File: config.mk
export PLATFORM = sky130hd
export DESIGN_NAME = tcp_ack_tracker
export DESIGN_NICKNAME = d
export VERILOG_FILES = /design/src/rtl/tcp_ack_tracker.sv
export SDC_FILE = /design/constraint.sdc
export NUM_CORES = 2
export LEC_CHECK = 0
export CAP_MARGIN = 20
export CORE_ASPECT_RATIO = 0.8
export CORE_MARGIN = 2
export CORE_UTILIZATION = 45
export CTS_CLUSTER_DIAMETER = 30
export CTS_CLUSTER_SIZE = 40
export DETAILED_ROUTE_END_ITERATION = 12
export GPL_TIMING_DRIVEN = 0
export HOLD_SLACK_MARGIN = 0.15
export PLACE_DENSITY_LB_ADDON = 0.08
export REMOVE_ABC_BUFFERS = 1
export SYNTH_ARGS = -nofsm -noshare
export SYNTH_HDL_FRONTEND = slang
export SYNTH_SLANG_ARGS = --single-unit
File: constraint.sdc
create_clock -name clk -period 11.65 [get_ports clk]
set_input_delay 2.33 -clock clk [delete_from_list [all_inputs] [get_ports clk]]
set_output_delay 2.33 -clock clk [all_outputs]
set_load 0.01 [all_outputs]
File: src/rtl/tcp_ack_tracker.sv
// Multi-flow TCP ACK tracker: per-flow ACK state table with a 2-stage evaluate/write-back pipeline.
// Optional macro ACK_TRACK_STATS_EN adds per-class evaluation counters.
module tcp_ack_tracker #(
    parameter int NUM_FLOWS        = 64,
    parameter int SEQ_W            = 32,
    parameter int TX_PTR_W         = 16,
    parameter int RT_ACK_THRESHOLD = 3,
    localparam int FLOWID_W        = $clog2(NUM_FLOWS),
    localparam int CNT_W           = $clog2(RT_ACK_THRESHOLD + 1)
) (
    input  logic                  clk,
    input  logic                  rst,
    input  logic                  init_val,
    input  logic [FLOWID_W-1:0]   init_flowid,
    input  logic [SEQ_W-1:0]      init_ack_num,
    output logic                  init_rdy,
    input  logic                  req_val,
    input  logic [FLOWID_W-1:0]   req_flowid,
    input  logic [SEQ_W-1:0]      req_ack_num,
    input  logic [SEQ_W-1:0]      req_seq_num,
    output logic                  req_rdy,
    output logic                  resp_val,
    output logic [FLOWID_W-1:0]   resp_flowid,
    output logic [SEQ_W-1:0]      resp_ack_num,
    output logic [TX_PTR_W:0]     resp_tx_head_ptr,
    output logic                  resp_new_ack,
    output logic                  resp_dup,
    output logic                  resp_rt,
    output logic [SEQ_W-1:0]      resp_acked_bytes,
    input  logic                  resp_rdy
`ifdef ACK_TRACK_STATS_EN
    ,
    output logic [31:0]           stat_new_ack,
    output logic [31:0]           stat_dup_ack,
    output logic [31:0]           stat_rt,
    output logic [31:0]           stat_stale
`endif
);

    localparam logic [CNT_W:0] RT_THRESH_C = (CNT_W + 1)'(RT_ACK_THRESHOLD);

    // Handshakes: a transfer happens on a cycle where both val and rdy are high;
    // a producer holding val keeps its payload stable until that cycle.

    logic [SEQ_W-1:0] ack_tbl [NUM_FLOWS];
    logic [CNT_W-1:0] cnt_tbl [NUM_FLOWS];

    logic                s1_valid;
    logic [FLOWID_W-1:0] s1_flowid;
    logic [SEQ_W-1:0]    s1_ack;
    logic [SEQ_W-1:0]    s1_seq;
    logic [SEQ_W-1:0]    s1_cur;
    logic [CNT_W-1:0]    s1_cnt;

    logic                s1_adv;
    logic                init_fire;
    logic                req_fire;
    logic [SEQ_W-1:0]    rd_ack;
    logic [CNT_W-1:0]    rd_cnt;

    logic [SEQ_W-1:0]    outstanding;
    logic [SEQ_W-1:0]    diff;
    logic [CNT_W:0]      cnt_inc;
    logic                ev_new;
    logic                ev_dup;
    logic                ev_rt;
    logic [SEQ_W-1:0]    nxt_ack;
    logic [CNT_W-1:0]    nxt_cnt;
    logic [SEQ_W-1:0]    nxt_bytes;

    assign s1_adv    = s1_valid & (~resp_val | resp_rdy);
    assign init_rdy  = ~s1_valid;
    assign req_rdy   = ~init_val & (~s1_valid | s1_adv);
    assign init_fire = init_val & init_rdy;
    assign req_fire  = req_val & req_rdy;

    // Write-first read: a same-cycle write-back to the requested flow wins over the table.
    always_comb begin
        rd_ack = ack_tbl[req_flowid];
        rd_cnt = cnt_tbl[req_flowid];
        if (s1_adv && (s1_flowid == req_flowid)) begin
            rd_ack = nxt_ack;
            rd_cnt = nxt_cnt;
        end
    end

    // Sequence comparisons use modular differences only, so wrap past zero is transparent.
    always_comb begin
        outstanding = s1_seq - s1_cur;
        diff        = s1_ack - s1_cur;
        cnt_inc     = {1'b0, s1_cnt} + {{CNT_W{1'b0}}, 1'b1};
        ev_new      = (outstanding != '0) && (diff != '0) && (diff <= outstanding);
        ev_dup      = (outstanding != '0) && (diff == '0);
        ev_rt       = ev_dup && (cnt_inc == RT_THRESH_C);
        nxt_ack     = ev_new ? s1_ack : s1_cur;
        nxt_cnt     = (ev_dup && !ev_rt) ? cnt_inc[CNT_W-1:0] : '0;
        nxt_bytes   = ev_new ? diff : '0;
    end

    // Init and stage1 write-back never coincide because init_rdy requires an empty stage1.
    always_ff @(posedge clk) begin
        if (init_fire) begin
            ack_tbl[init_flowid] <= init_ack_num;
            cnt_tbl[init_flowid] <= '0;
        end else if (s1_adv) begin
            ack_tbl[s1_flowid] <= nxt_ack;
            cnt_tbl[s1_flowid] <= nxt_cnt;
        end
    end

    always_ff @(posedge clk or posedge rst) begin
        if (rst) begin
            s1_valid  <= 1'b0;
            s1_flowid <= '0;
            s1_ack    <= '0;
            s1_seq    <= '0;
            s1_cur    <= '0;
            s1_cnt    <= '0;
        end else if (req_fire) begin
            s1_valid  <= 1'b1;
            s1_flowid <= req_flowid;
            s1_ack    <= req_ack_num;
            s1_seq    <= req_seq_num;
            s1_cur    <= rd_ack;
            s1_cnt    <= rd_cnt;
        end else if (s1_adv) begin
            s1_valid  <= 1'b0;
        end
    end

    always_ff @(posedge clk or posedge rst) begin
        if (rst) begin
            resp_val         <= 1'b0;
            resp_flowid      <= '0;
            resp_ack_num     <= '0;
            resp_new_ack     <= 1'b0;
            resp_dup         <= 1'b0;
            resp_rt          <= 1'b0;
            resp_acked_bytes <= '0;
        end else if (s1_adv) begin
            resp_val         <= 1'b1;
            resp_flowid      <= s1_flowid;
            resp_ack_num     <= nxt_ack;
            resp_new_ack     <= ev_new;
            resp_dup         <= ev_dup;
            resp_rt          <= ev_rt;
            resp_acked_bytes <= nxt_bytes;
        end else if (resp_rdy) begin
            resp_val         <= 1'b0;
        end
    end

    assign resp_tx_head_ptr = resp_ack_num[TX_PTR_W:0];

`ifdef ACK_TRACK_STATS_EN
    always_ff @(posedge clk or posedge rst) begin
        if (rst) begin
            stat_new_ack <= '0;
            stat_dup_ack <= '0;
            stat_rt      <= '0;
            stat_stale   <= '0;
        end else if (s1_adv) begin
            if (ev_new) stat_new_ack <= stat_new_ack + 32'd1;
            if (ev_dup) stat_dup_ack <= stat_dup_ack + 32'd1;
            if (ev_rt) stat_rt <= stat_rt + 32'd1;
            if (!ev_new && !ev_dup) stat_stale <= stat_stale + 32'd1;
        end
    end
`endif

endmodule

# Word-level counts from Yosys, hierarchy flattened
# Memories as Yosys holds them, arrays and structs flattened. A register that Yosys moved wholly into a read port is not among the register bits.
# Index checks and enable logic that the tools add are counted.
# classes
magnitude_cmp	1
n_bitwise	9
n_addsub	3
n_mux	18
n_eq_ne	1
n_reduce_logical	13
# op_table
cell	n
$mux W32	3
$reduce_bool A32 Y1	2
$sub A32 B32 Y32	2
$le A32 B32 Y1	1
$logic_not A32 Y1	1
$reduce_or A32 Y1	1
$mux W6	2
$mux W1	11
$logic_and A1 B1 Y1	5
$and A1 B1 Y1	4
$mux W2	2
$reduce_bool A2 Y1	2
$add A2 B1 Y3 const B	1
$eq A3 B2 Y1 const B	1
$not A1 Y1	3
$or A1 B1 Y1	2
$reduce_or A2 Y1	1
$logic_not A1 Y1	1
# word_totals
mem_bits_rw	2176
memories	2
regBits	145
elab_cells	58
# memory_table
memory	words	width	read_ports	rd_ports_with_merged_regs	write_ports	line	text
ack_tbl	64	32	1	1	1	45	logic [SEQ_W-1:0] ack_tbl [NUM_FLOWS];
cnt_tbl	64	2	1	1	1	46	logic [CNT_W-1:0] cnt_tbl [NUM_FLOWS];

# Depth between registers and ports, before layout
# logic_depth
word_depth	8
depth_mapped	25
mapped_depth_nobuf	22

# Worst setup path before layout
# OpenSTA, ideal clock, no wires.
# synth_timing
path_kind	reg-to-reg
startpoint	register s1_cur[0] (read register of ack_tbl)
endpoint	memory cnt_tbl[0][1] in the netlist's numbering, data pin
setup_time_ps	682
path_buffers	0
setup_slack_ps	4843
path_stages_with_launch	13
arrival_ps	6126
t_required_ps	10968
path_cell_list	dfrtp_1 -> ha_1 -> fa_1 -> and2b_1 -> o2111ai_1 -> a31oi_2 -> a31oi_1 -> o31a_1 -> a221oi_1 -> or4bb_1 -> or4_1 -> a211o_1 -> nor3_1
# synth_via
elab_chain_len	8
# synth_lines
element	line	text
from (decl)	52	logic [SEQ_W-1:0] s1_cur;
$sub A32 B32 Y32, on equally long branches	89, 90	
$reduce_bool A32 Y1 / $logic_not A32 Y1 (equally long branches)	93	ev_dup = (outstanding != '0) && (diff == '0);
$logic_and A1 B1 Y1 (*)	93	
$logic_and A1 B1 Y1	94	ev_rt = ev_dup && (cnt_inc == RT_THRESH_C);
$logic_not A1 Y1	96	nxt_cnt = (ev_dup && !ev_rt) ? cnt_inc[CNT_W-1:0] : '0;
$logic_and A1 B1 Y1 (*)	96	
$mux W2 (*)	96	
$mux W2 (no line) (*)	-	
to (decl)	46	
# Every way passes the cells marked *; elsewhere a longest branch is shown, timed or not.

# Worst setup path after layout
# layout_timing
startpoint	register s1_cur[4] (read register of ack_tbl)
endpoint	memory ack_tbl[38][8], data pin
# layout_via
elab_chain_len	6
# layout_lines
element	line	text
parallel branches: the longest is 3 deep, another holds $sub A32 B32 Y32	-	
$logic_and A1 B1 Y1 (*)	92	ev_new = (outstanding != '0) && (diff != '0) && (diff <= outstanding);
$mux W32 (*)	95	nxt_ack = ev_new ? s1_ack : s1_cur;
$mux W32 (no line) (*)	-	
to (decl)	45	
# Every way passes the cells marked *.

==> results by group <==
Outcome
  – Status: complete, no violations

Floorplanning
  – Die area: 216000 um^2
  – Starting density of the core: 0.452
  – Row count: ~150
  – Die W: 520 um
  – Die Y: approximately 420 um
  – Core Area: 212000 um^2
  – IO Pins: roughly 200

Setup path
  – Critical path type: register to register
  – R2R depth: 23
  – R2r startpoint: s1_cur[4]$_DFFE_PP0P_
  – CP Launch Type: register
  – Worst EP arrival: 7.93 ns
  – Worst R2R Setup Slack: approximately 4.5 ns
  – Max Fanout on Critical Path: 33
  – Req. time, crit path: ~12 ns
  – Worst Setup End Kind: register
  – R2r endpoint: ack_tbl[38][8]$_DFFE_PP_

Routing
  – Drt total wl: 279000 um
  – Initial DRC count: 5500
  – DR DRC count: 0
  – Routed vias/inst: 5.97
  – Post-DRT Antenna Nets: 0
  – Routed length per instance: ~32 um
  – Via Count: 51400
  – 1st-pass router iterations: 5

STA
  – Crit share post-route: 0.618
  – Clock skew: 0.0835 ns
  – Unrepaired setup endpoints after global routing: no
  – F_max: 0.139 GHz
  – Setup TNS: 0 ns
  – Max Slew Vio Count: 0
  – Worst-Margin Slew: 1.23 ns
  – Rel. slew slack: 0.178
  – Fin. Hold Viols: 0
  – Post-route minimum period: 7.20 ns
  – Final setup fails: 0

Clock network
  – H-tree depth: 5
  – CTS Sinks: 2355
  – Clock tree buffer depth: 4
  – CTS root buf: clkbuf_16
  – Hold-fix buffers, CTS: 0
  – Post-cts repair resize count: 0
  – Clock slew at reported path FFs: 0.05 ns
  – CTS Buf Count: 430
  – CTS tree: done
  – Setup Buffers After CTS: 0
  – Clock Latency Late Sink: 0.92 ns

Worst hold path
  – Hold Path Class: register to register
  – Hold Startpoint: resp_acked_bytes[7]$_DFFE_PP0P_
  – Worst Hold End: resp_acked_bytes[7]$_DFFE_PP0P_
  – Min-Delay Path Depth: 2

Synth
  – Synth top area cells: edfxtp_1, mux4_2, dfrtp_1
  – YS warnings: 0
  – Sequential area share after synthesis: 0.729
  – Yosys top cell by area: edfxtp_1
  – Yosys reg bits: 2355
  – Post-Syn Area per Cell: 19.8 um^2
  – Number of enable flip-flop cells after synthesis: 2176
  – Synth top area share: 0.683
  – Synth unique cells: 74
  – Asr flop ratio synth: 0.0760
  – Post-Syn Area: 95700 um^2
  – Syn Inst Count: 4838
  – Top_reg_cell synth: edfxtp_1

Power and ir drop
  – Lkg Pwr: 40.4 nW
  – PwrDens: between 200 and 250 nW/um^2
  – Max VDD drop: 175 uV

Place
  – Routability cong.: 0.863
  – IO Port Bufs: just over 200
  – DP HPWL: 181000 um

Finish
  – Commonest non-fill, non-tap cell in the layout: edfxtp_1
  – Most frequent cells in the layout: edfxtp_1, mux4_2, clkbuf_16
  – Layout Utilization: 0.568
  – Share of cells above drive strength 1: 0.312
  – Area grow syn2layout: 25.5%
  – Nets: 5631

GRT
  – Vias in the first global route: around 52000
  – Largest net degree at the start of global routing: ~100
  – Antenna violations before repair: 13
  – Global-route wire length before repair: 394000 um
  – Total GRT Usage: 0.258
  – Gr ovfl total: 0

Run
  – Max Cap Viol: 0
[where the power goes]
group | switching (mW) | total, mW | leakage, nW | internal (mW)
registers | 0.165 | 10.6 | 21.8 | 10.4
logic | 3.06 | 4.77 | 11.6 | 1.72
clock network | 4.25 | 12.5 | 7.01 | 8.23
[flip-flops by register name, indices dropped and copies added (netlist names), 2 cells and up]
| name | cells |
|---|---|
| ack_tbl | 2048 |
| cnt_tbl | 128 |
| resp_ack_num | 32 |
| resp_acked_bytes | 32 |
| s1_ack | 32 |
| s1_cur | 32 |
| s1_seq | 32 |
| resp_flowid | 6 |
| s1_flowid | 6 |
| s1_cnt | 2 |
[how the worst max path moves through the flow]
stage,start,endpoint,slack (ns),depth (start not counted)
final,s1_cur[4]$_DFFE_PP0P_,ack_tbl[38][8]$_DFFE_PP_,4.45,23
after global routing,s1_cur[4]$_DFFE_PP0P_,ack_tbl[38][8]$_DFFE_PP_,4.22,23
after CTS,s1_cur[4]$_DFFE_PP0P_,ack_tbl[38][8]$_DFFE_PP_,4.54,23
after detailed placement,s1_cur[4]$_DFFE_PP0P_,ack_tbl[54][8]$_DFFE_PP_,4.50,23
after global placement,req_flowid[0],s1_cur[14]$_DFFE_PP0P_,-29.92,6
after floorplan,s1_ack[4]$_DFFE_PP0P_,ack_tbl[0][0]$_DFFE_PP_,1.57,19
[per-layer routing]
| metal | wire [um] | track usage | vias to the layer above | share of wire |
|---|---|---|---|---|
| li1 | - | - | 21200 | - |
| met1 | 121000 | 0.379 | 27900 | 0.43 |
| met2 | 131000 | 0.399 | 1950 | 0.47 |
| met3 | 20300 | 0.0469 | 387 | 0.073 |
| met4 | 6650 | 0.0692 | 6 | 0.024 |
| met5 | 53 | 0 | - | 0.00019 |
[critical path, stage by stage, from the launching register on]
cell and delay, ns:
dfrtp_1 0.41, inv_1 0.11, ha_1 0.40, a21o_1 0.24, a31o_2 0.27, o211ai_1 0.30
nand2_1 0.19, a311o_1 0.34, a221oi_1 0.91, ha_1 0.39, a21o_1 0.18, a21oi_1 0.16
nor2b_1 0.06, o21ai_0 0.15, nand2b_1 0.07, a21oi_1 0.17, o21a_1 0.17, a32oi_1 0.14
a211oi_4 0.47, buf_8 0.26, buf_16 0.18, mux2_2 0.44, nor2_4 0.67, buf_12 0.27
[cell families (layout without fill, tap and decap cells)]
logic type | Yosys count | after routing | synth area share
AND/OR/NAND/NOR | 894 | 894 | 0.0401
adder cells (fa/ha/maj) | 97 | 97 | 0.0128
XOR/XNOR | 44 | 44 | 0.00403
AO/OA/AOI/OAI | 370 | 370 | 0.0276
multiplexers | 752 | 752 | 0.172
other | 0 | 3 | 0
buffers and inverters | 326 | 1266 | 0.0136
flip-flops | 2355 | 2355 | 0.729
[cell usage after synthesis, types with 44 or more instances]
library cell	count
ha_1	95
nor2_1	307
o21ai_0	54
a21oi_1	83
dfrtp_1	179
clkbuf_1	169
edfxtp_1	2176
inv_1	60
buf_1	69
nand3_1	44
nand2_1	383
mux4_2	714
[metrics by stage]
stage                     instances  instance area [um^2]  hold WS [ns]  setup slack [ns]  total power, mW
after floorplan                4572                 94700         0.446              1.57             13.2
after global placement         7607                100000         0.452            -29.92             15.2
after detailed placement       7819                106000         0.456              4.50             15.5
after CTS                      8608                120000         0.466              4.54             28.0
after global routing           8608                120000         0.489              4.22             28.8
final                          8611                120000         0.459              4.45             27.8
[layout make-up]
type | instances | area (um^2)
Antenna cell | 3 | 7.51
Timing Repair Buffer | 417 | 6600
Inverter | 60 | 233
Fill cell | 15800 | 91400
Clock inverter | 307 | 3390
Multi-Input combinational cell | 2157 | 25400
Sequential cell | 2355 | 69800
Tap cell | 2830 | 3540
Clock buffer | 482 | 11200
No activity file was read; power rests on OpenSTA's default activity.
